--- src/rtl/fc_layer_pkg.sv ---
// Shared constants, FSM state type and result finalisation for the FC layer.
// Covers the Q4.16 widths, the memory select codes, the rounding offset and
// the saturation limits used when a neuron result is written back.
package fc_layer_pkg;

  localparam int DATA_W = 20;              // Q4.16 word
  localparam int FRAC_W = 16;              // fractional bits
  localparam int PROD_W = 2 * DATA_W;      // full-precision product
  localparam int ACC_W  = 52;              // accumulator width
  localparam int SUM_W  = ACC_W + 1;       // acc + bias + round, one guard bit
  localparam int SHR_W  = SUM_W - FRAC_W;  // width after dropping fraction

  localparam logic [2:0] CSEL_NONE = 3'b000;
  localparam logic [2:0] CSEL_L2   = 3'b101;  // flattened layer (read)
  localparam logic [2:0] CSEL_L3   = 3'b110;  // FC result layer (write)

  localparam logic [SUM_W-1:0]  RND_OFS = SUM_W'(32'h8000);
  localparam logic [DATA_W-1:0] SAT_MAX = 20'h7FFFF;
  localparam logic [DATA_W-1:0] SAT_MIN = 20'h80000;

  typedef enum logic [2:0] {
    ST_IDLE,
    ST_FETCH,
    ST_DRAIN,
    ST_WRITE,
    ST_DONE
  } fc_state_t;

  // acc + (bias << 16) + 0x8000, arithmetic shift right by 16, saturate to a
  // 20-bit signed word, then optionally clamp negatives to zero.
  function automatic logic [DATA_W-1:0] fc_finalize(
    input logic [ACC_W-1:0]  acc,
    input logic [DATA_W-1:0] bias,
    input logic              relu
  );
    logic [SUM_W-1:0]  w_sum;
    logic [SHR_W-1:0]  w_shr;
    logic [DATA_W-1:0] w_res;
    w_sum = {acc[ACC_W-1], acc}
          + ({{(SUM_W-DATA_W){bias[DATA_W-1]}}, bias} << FRAC_W)
          + RND_OFS;
    // Taking the upper bits of a two's complement sum is the arithmetic shift.
    w_shr = SHR_W'(w_sum >> FRAC_W);
    // Out of range when the bits above the 20-bit sign bit disagree with it.
    if (!w_shr[SHR_W-1] && (|w_shr[SHR_W-2:DATA_W-1])) begin
      w_res = SAT_MAX;
    end else if (w_shr[SHR_W-1] && !(&w_shr[SHR_W-2:DATA_W-1])) begin
      w_res = SAT_MIN;
    end else begin
      w_res = w_shr[DATA_W-1:0];
    end
    if (relu && w_res[DATA_W-1]) begin
      w_res = '0;
    end
    return w_res;
  endfunction

endpackage

--- src/rtl/fc_layer_mac.sv ---
// fc_mac: registered signed 20x20 multiplier feeding a 52-bit accumulator.
// Ports: clk/reset; i_clr clears the accumulator; i_en marks i_a/i_b valid;
// o_acc is the running sum, updated two cycles after the operands arrive.
module fc_mac
  import fc_layer_pkg::*;
(
  input  logic                     clk,
  input  logic                     reset,
  input  logic                     i_clr,
  input  logic                     i_en,
  input  logic signed [DATA_W-1:0] i_a,
  input  logic signed [DATA_W-1:0] i_b,
  output logic signed [ACC_W-1:0]  o_acc
);

  logic signed [PROD_W-1:0] r_prod;
  logic                     r_prod_vld;
  logic signed [ACC_W-1:0]  r_acc;

  always_ff @(posedge clk) begin
    if (reset) begin
      r_prod     <= '0;
      r_prod_vld <= 1'b0;
      r_acc      <= '0;
    end else begin
      r_prod_vld <= i_en;
      if (i_en) begin
        r_prod <= PROD_W'(i_a) * PROD_W'(i_b);
      end
      // Clear only ever coincides with an empty pipeline; it still wins.
      if (i_clr) begin
        r_acc <= '0;
      end else if (r_prod_vld) begin
        r_acc <= r_acc + ACC_W'(r_prod);
      end
    end
  end

  assign o_acc = r_acc;

endmodule

--- src/rtl/fc_layer.sv ---
// fc_layer: fully connected layer; one neuron per pass of N_IN reads, a
// 3-cycle drain and a single result write, N_IN+4 cycles per neuron.
// Ports: start/busy/done handshake, layer-memory read (crd, caddr_rd,
// cdata_rd), weight and bias ROMs (waddr/wdata, baddr/bdata), result write
// (cwr, caddr_wr, cdata_wr) and the memory select csel.
module fc_layer
  import fc_layer_pkg::*;
#(
  parameter int N_IN  = 2048,
  parameter int N_OUT = 10,
  parameter int RELU  = 1
) (
  input  logic        clk,
  input  logic        reset,
  input  logic        start,
  output logic        busy,
  output logic        done,
  output logic        crd,
  output logic [11:0] caddr_rd,
  input  logic [19:0] cdata_rd,
  output logic [14:0] waddr,
  input  logic [19:0] wdata,
  output logic [3:0]  baddr,
  input  logic [19:0] bdata,
  output logic        cwr,
  output logic [11:0] caddr_wr,
  output logic [19:0] cdata_wr,
  output logic [2:0]  csel
);

  localparam logic [11:0] LAST_I = 12'(N_IN - 1);
  localparam logic [3:0]  LAST_O = 4'(N_OUT - 1);

  fc_state_t   r_state;
  fc_state_t   w_next;
  logic [11:0] r_i;
  logic [3:0]  r_o;
  logic [1:0]  r_dcnt;

  logic                     r_rd_d1;   // read data on the ports this cycle
  logic                     r_bcap;    // bias data on the port this cycle
  logic                     r_dat_vld;
  logic signed [DATA_W-1:0] r_dat;
  logic signed [DATA_W-1:0] r_wgt;
  logic [DATA_W-1:0]        r_bias;

  logic                     w_fetch;
  logic                     w_write;
  logic                     w_clr;
  logic signed [ACC_W-1:0]  w_acc;
  logic [DATA_W-1:0]        w_result;

  always_ff @(posedge clk) begin
    if (reset) begin
      r_state <= ST_IDLE;
    end else begin
      r_state <= w_next;
    end
  end

  always_comb begin
    w_next = r_state;
    case (r_state)
      ST_IDLE:  if (start)              w_next = ST_FETCH;
      ST_FETCH: if (r_i == LAST_I)      w_next = ST_DRAIN;
      ST_DRAIN: if (r_dcnt == 2'd2)     w_next = ST_WRITE;
      ST_WRITE: w_next = (r_o == LAST_O) ? ST_DONE : ST_FETCH;
      ST_DONE:  w_next = ST_IDLE;
      default:  w_next = ST_IDLE;
    endcase
  end

  // Counters return to zero at the end of each phase so the next neuron (or
  // the next pass) starts from index 0 without an extra clear cycle.
  always_ff @(posedge clk) begin
    if (reset) begin
      r_i    <= '0;
      r_o    <= '0;
      r_dcnt <= '0;
    end else begin
      case (r_state)
        ST_FETCH: r_i    <= (r_i == LAST_I) ? 12'd0 : r_i + 12'd1;
        ST_DRAIN: r_dcnt <= (r_dcnt == 2'd2) ? 2'd0 : r_dcnt + 2'd1;
        ST_WRITE: if (r_o != LAST_O) r_o <= r_o + 4'd1;
        ST_DONE:  r_o    <= '0;
        default:  ;
      endcase
    end
  end

  // Memories return data one cycle after the address; capture it here.
  always_ff @(posedge clk) begin
    if (reset) begin
      r_rd_d1   <= 1'b0;
      r_bcap    <= 1'b0;
      r_dat_vld <= 1'b0;
      r_dat     <= '0;
      r_wgt     <= '0;
      r_bias    <= '0;
    end else begin
      r_rd_d1   <= w_fetch;
      r_bcap    <= w_fetch && (r_i == 12'd0);
      r_dat_vld <= r_rd_d1;
      if (r_rd_d1) begin
        r_dat <= cdata_rd;
        r_wgt <= wdata;
      end
      if (r_bcap) begin
        r_bias <= bdata;
      end
    end
  end

  assign w_fetch = (r_state == ST_FETCH);
  assign w_write = (r_state == ST_WRITE);
  assign w_clr   = (w_next == ST_FETCH) && (r_state != ST_FETCH);

  fc_mac u_mac (
    .clk   (clk),
    .reset (reset),
    .i_clr (w_clr),
    .i_en  (r_dat_vld),
    .i_a   (r_dat),
    .i_b   (r_wgt),
    .o_acc (w_acc)
  );

  assign w_result = fc_finalize(w_acc, r_bias, RELU != 0);

  assign busy     = w_fetch || (r_state == ST_DRAIN) || w_write;
  assign done     = (r_state == ST_DONE);
  assign crd      = w_fetch;
  assign caddr_rd = w_fetch ? r_i : 12'd0;
  assign waddr    = w_fetch ? (15'(r_o) * 15'(N_IN) + 15'(r_i)) : 15'd0;
  assign baddr    = r_o;
  assign cwr      = w_write;
  assign caddr_wr = w_write ? {8'd0, r_o} : 12'd0;
  assign cdata_wr = w_write ? w_result : 20'd0;
  assign csel     = w_fetch ? CSEL_L2 : (w_write ? CSEL_L3 : CSEL_NONE);

endmodule

--- config.mk ---
export PLATFORM = sky130hd
export DESIGN_NAME = fc_layer
export DESIGN_NICKNAME = d
export VERILOG_FILES = /design/src/rtl/fc_layer_pkg.sv /design/src/rtl/fc_layer_mac.sv /design/src/rtl/fc_layer.sv
export SDC_FILE = /design/constraint.sdc
export NUM_CORES = 2
export LEC_CHECK = 0
export BUFFER_PORTS_ARGS = -buffer_cell sky130_fd_sc_hd__buf_2
export CAP_MARGIN = 20
export CORE_UTILIZATION = 30
export CTS_BUF_LIST = sky130_fd_sc_hd__clkbuf_16
export CTS_CLUSTER_SIZE = 28
export DETAILED_ROUTE_END_ITERATION = 12
export HOLD_SLACK_MARGIN = 0.02
export SYNTH_ARGS = -nofsm -noshare
export SYNTH_HDL_FRONTEND = slang
export SYNTH_SLANG_ARGS = --single-unit
--- constraint.sdc ---
create_clock -name clk -period 6.8 [get_ports clk]
set_clock_uncertainty 0.2 [all_clocks]
set_input_delay 1.02 -clock clk [delete_from_list [all_inputs] [get_ports clk]]
set_output_delay 1.02 -clock clk [all_outputs]
set_load 0.005 [all_outputs]
==> reports/summary.md <==
The layout cell share with drive strength beyond 1 was 0.170. The number of max-slew violations in the final report is 0, and the count of maximum capacitance violations is 0. The adder-cell area share of the yosys netlist is 0.403. During synthesis, Yosys emitted a total of 0 warnings. TritonCTS created 17 clock buffers. Data on the critical path arrives at its endpoint at 7.21 ns.

By area, the combinational part of the netlist is dominated by adder cells. In the final timing run, aggregate negative setup slack is -1.07 ns. Once detail routing completed, the nets flagged for antenna violations numbered 0.

The number of antenna diodes in the final layout is 0. The run gives 78 as the distinct cell type count of the synthesized netlist. For the number of antenna violations at the first check in global routing, the log shows 0. The run finished, with violations left. The post-synthesis simple-gate area fraction was 0.182.

From bottom edge to top edge, the die measures 303 µm. The number of hold violations in the final report is 0, and the portion of the clock cycle consumed by the worst path in the final layout is 1.03. During placement, the flow inserted port buffers numbering 123. Timing would allow up to 142 MHz.

The utilization of the core after routing was 0.355. The violation count after the first detailed-routing iteration is 1179. The startpoint class of the critical path is a flip-flop. The number of fill cells in the layout came out at 9185. The number of iterations in the first detailed-routing pass is 9, and the number of nets in the finished design is 4052. The cell count of the worst reg-to-reg path is 26, and the CTS clock-pin slew for the worst setup and hold paths is 0.09 ns. Clock tree synthesis selected as its root buffer the cell sky130_fd_sc_hd__clkbuf_16.

Summing every instance area after synthesis gives 0.0272 mm². The worst-case setup margin in the final layout is -0.229 ns, and the multiplexer share of the synthesized area is 0.0439. The worst slew slack as a fraction of its limit is 0.312. The all-layer global routing usage is 0.158, and the post-synthesis sequential element count is 177. The critical path in this run is classified as flip-flop to flip-flop. Dividing the detail-routed wire length by the instance count gives 15.7 µm. The minimum period implied by the final worst setup slack came out at 7.03 ns. The first global-routing pass estimated 116000 µm of wire. CTS built an H-tree with a depth of 4. The total overflow left after global routing is 0.

The number of flops mapped to enable cells by yosys was 0. The largest total area in the synthesized netlist belongs to sky130_fd_sc_hd__fa_1. For the number of top-level design ports, the log shows 133. The tools report the floorplan core area as 0.0899 mm². The maximum number of buffers from clock root to sink was 2.

For the clock latency of the later-clocked register in the worst-skew pair, the log shows 0.50 ns. For the starting density of the core, the log shows 0.302. The final reports fail on DRC, setup timing.

The xor-xnor portion of the synthesized cell area came out at 0.0367. Along the worst hold path, the cell count comes to 2. The final design instance area without fill is 0.0319 mm². The share of the synthesized area in compound gates (AO/OA/AOI/OAI) was 0.107. The slew at the pin closest to its max-slew limit works out to 1.03 ns.

The static leakage is 0.0158 µW, and the via count normalized by instance count is 4.77. The worst hold path belongs to the class flip-flop to flip-flop. TritonCTS built the clock tree. Detailed placement finished with a half-perimeter wire length of 58500 µm. Entering global routing, the biggest net connects 73 pins. The async set-reset flop share out of synthesis is 0, and the required time at the endpoint of the critical path is 6.98 ns. For this design, the sink count on the clock tree is 177.

The tools report the number of global-route vias before repair as 22.0k. The floorplan die width is 303 µm. The die covers 0.0918 mm². After detailed routing, the number of remaining DRC violations is 2. The congestion estimate from routability-driven global placement came to 0.904. Synthesis produced a netlist whose cell count is 3153.

The tools report the sequential area share after synthesis as 0.130. The routed design has 71300 µm of wire. Yosys attributes the largest share of cell area to sky130_fd_sc_hd__fa_1 (31%), sky130_fd_sc_hd__dfxtp_1 (13%), sky130_fd_sc_hd__ha_1 (9.2%). In this run the worst path has a maximum fanout of 5.

Overall power of the completed layout: 2900 µW. The placed standard-cell area is 0.0305 mm², and the power per cell area is 90.9 mW/mm². The floorplan has 110 rows. The area growth from synthesis to layout is 17.5%. The via count came out at 21.7k. The flip-flop cell with the highest count after synthesis is sky130_fd_sc_hd__dfxtp_1.

Setup violations remaining at the end of the flow were counted as 8. Area share of the largest cell type after synthesis: 0.311. VDD sags by at most 0.000157 V. Setup repair after global routing could not meet its margin everywhere. Sort of element at the end of the critical path: a flip-flop.

The mean instance size in the synthesized netlist was 8.62 µm². Worst setup slack before clock tree synthesis: -0.493 ns.
==> critical path, cell delays in order (launching register included) <==
cell and delay, ns:
sky130_fd_sc_hd__dfxtp_4 0.37, sky130_fd_sc_hd__buf_12 0.12, sky130_fd_sc_hd__buf_12 0.12, sky130_fd_sc_hd__buf_4 0.14
sky130_fd_sc_hd__and2_4 0.16, sky130_fd_sc_hd__fa_2 0.44, sky130_fd_sc_hd__fa_1 0.52, sky130_fd_sc_hd__inv_1 0.06
sky130_fd_sc_hd__fa_1 0.44, sky130_fd_sc_hd__inv_2 0.08, sky130_fd_sc_hd__fa_1 0.45, sky130_fd_sc_hd__ha_4 0.24
sky130_fd_sc_hd__fa_1 0.53, sky130_fd_sc_hd__inv_1 0.06, sky130_fd_sc_hd__fa_1 0.55, sky130_fd_sc_hd__inv_2 0.05
sky130_fd_sc_hd__ha_4 0.27, sky130_fd_sc_hd__buf_4 0.13, sky130_fd_sc_hd__nand4_1 0.10, sky130_fd_sc_hd__or4b_4 0.58
sky130_fd_sc_hd__a21boi_4 0.25, sky130_fd_sc_hd__o221ai_4 0.16, sky130_fd_sc_hd__buf_4 0.16, sky130_fd_sc_hd__a211oi_4 0.25
sky130_fd_sc_hd__a41oi_2 0.14, sky130_fd_sc_hd__xnor2_1 0.15, sky130_fd_sc_hd__a22o_1 0.20
==> area by class of cell <==
| type | instances | area, µm² | share of cell area |
|---|---|---|---|
| Multi-Input combinational cell | 2309 | 21600 | 0.676 |
| Sequential cell | 177 | 3630 | 0.114 |
| Timing Repair Buffer | 365 | 2720 | 0.0853 |
| Inverter | 497 | 1870 | 0.0584 |
| Tap cell | 1176 | 1470 | 0.0461 |
| Clock buffer | 17 | 425 | 0.0133 |
| Clock inverter | 15 | 225 | 0.00705 |
==> power breakdown <==
part	switching [µW]	total [µW]	internal (µW)
clock network	566	1140	574
logic	378	668	289
registers	40.7	1100	1060
total	985	2900	1920
==> synthesized netlist by cell type (all sizes together), types with 39 or more instances <==
master / instances
nor3: 58
nor2: 238
nand3: 59
ha: 200
buf: 39
a21o: 69
mux2i: 117
dfxtp: 177
fa: 422
clkbuf: 139
xor2: 41
nand2: 263
a21oi: 145
xnor2: 73
inv: 496
and2: 243
o21ai: 68
==> cells in the final DEF (no fill, tap or decap), drive strengths merged, types with 7 or more instances in the layout <==
cell     synthesis  layout
nor4             7       7
nand3b           9       9
clkbuf         139      19
o22ai            7       7
o21ai           68      68
mux2i          117     117
a21o            69      69
a2111oi          9       9
nand2          263     263
nor2           238     238
inv            496     504
a31o             8       8
nor3            58      58
o21bai          17      17
xor2            41      41
xnor2           73      73
nand2b          22      22
nand4           22      22
or3              7       7
nand3           59      59
dfxtp          177     177
fa             422     422
ha             200     200
conb             1       9
o21a            19      19
buf             39     363
a31oi           19      19
a211oi          17      17
nor2b           16      16
nor3b            8       8
o211ai          10      10
and3            25      25
a21oi          145     145
and2           243     243
==> sequential cells by signal, indices dropped and copies added (netlist names), 2 cells and up <==
signal	cells
u_mac.r_prod	40
r_dcnt	2
r_dat	20
r_state	3
baddr	4
r_bias	20
r_i	12
u_mac.o_acc	52
r_wgt	20
==> what timing repair did <==
action	CTS	global route
pin swaps	49	83
endpoints found under the setup margin	21	22
buffers inserted	12	9
cloned	0	1
hold buffers	0	0
resized for setup	75	119
==> worst paths after layout <==
path	from	to	slack [ns]
setup reg to reg	r_dat[6]	u_mac.r_prod[38]	-0.23
hold / removal	u_mac.r_prod[0]	u_mac.r_prod[0]	0.28
setup / recovery	r_dat[6]	u_mac.r_prod[38]	-0.23
hold reg to reg	u_mac.r_prod[0]	u_mac.r_prod[0]	0.28
==> logic make-up after synthesis <==
kind of cell,after synthesis
simple gates,1002
buf+inv,675
fa+ha+maj,622
compound gates,443
flops,177
mux,119
xor+xnor,114
other cells,1
==> metal layers <==
layer  part of all wire  vias up  routed length (µm)  global-route usage
met1               0.47    10761               33900               0.216
met2               0.47      402               33700               0.264
met5                  0        -                   0                   0
met4              0.017        0                1200              0.0371
met3              0.036       62                2550              0.0214
li1                   -    10503                   -                   -
==> stage by stage <==
stage | instances | hold WS, ns
6_report | 4556 | 0.282
5_1_grt | 4556 | 0.305
4_1_cts | 4550 | 0.289
3_5_place_dp | 4507 | 0.276
3_3_place_gp | 4507 | 0.252
2_1_floorplan | 3161 | 0.236
Power figures use the tool's default switching activity.
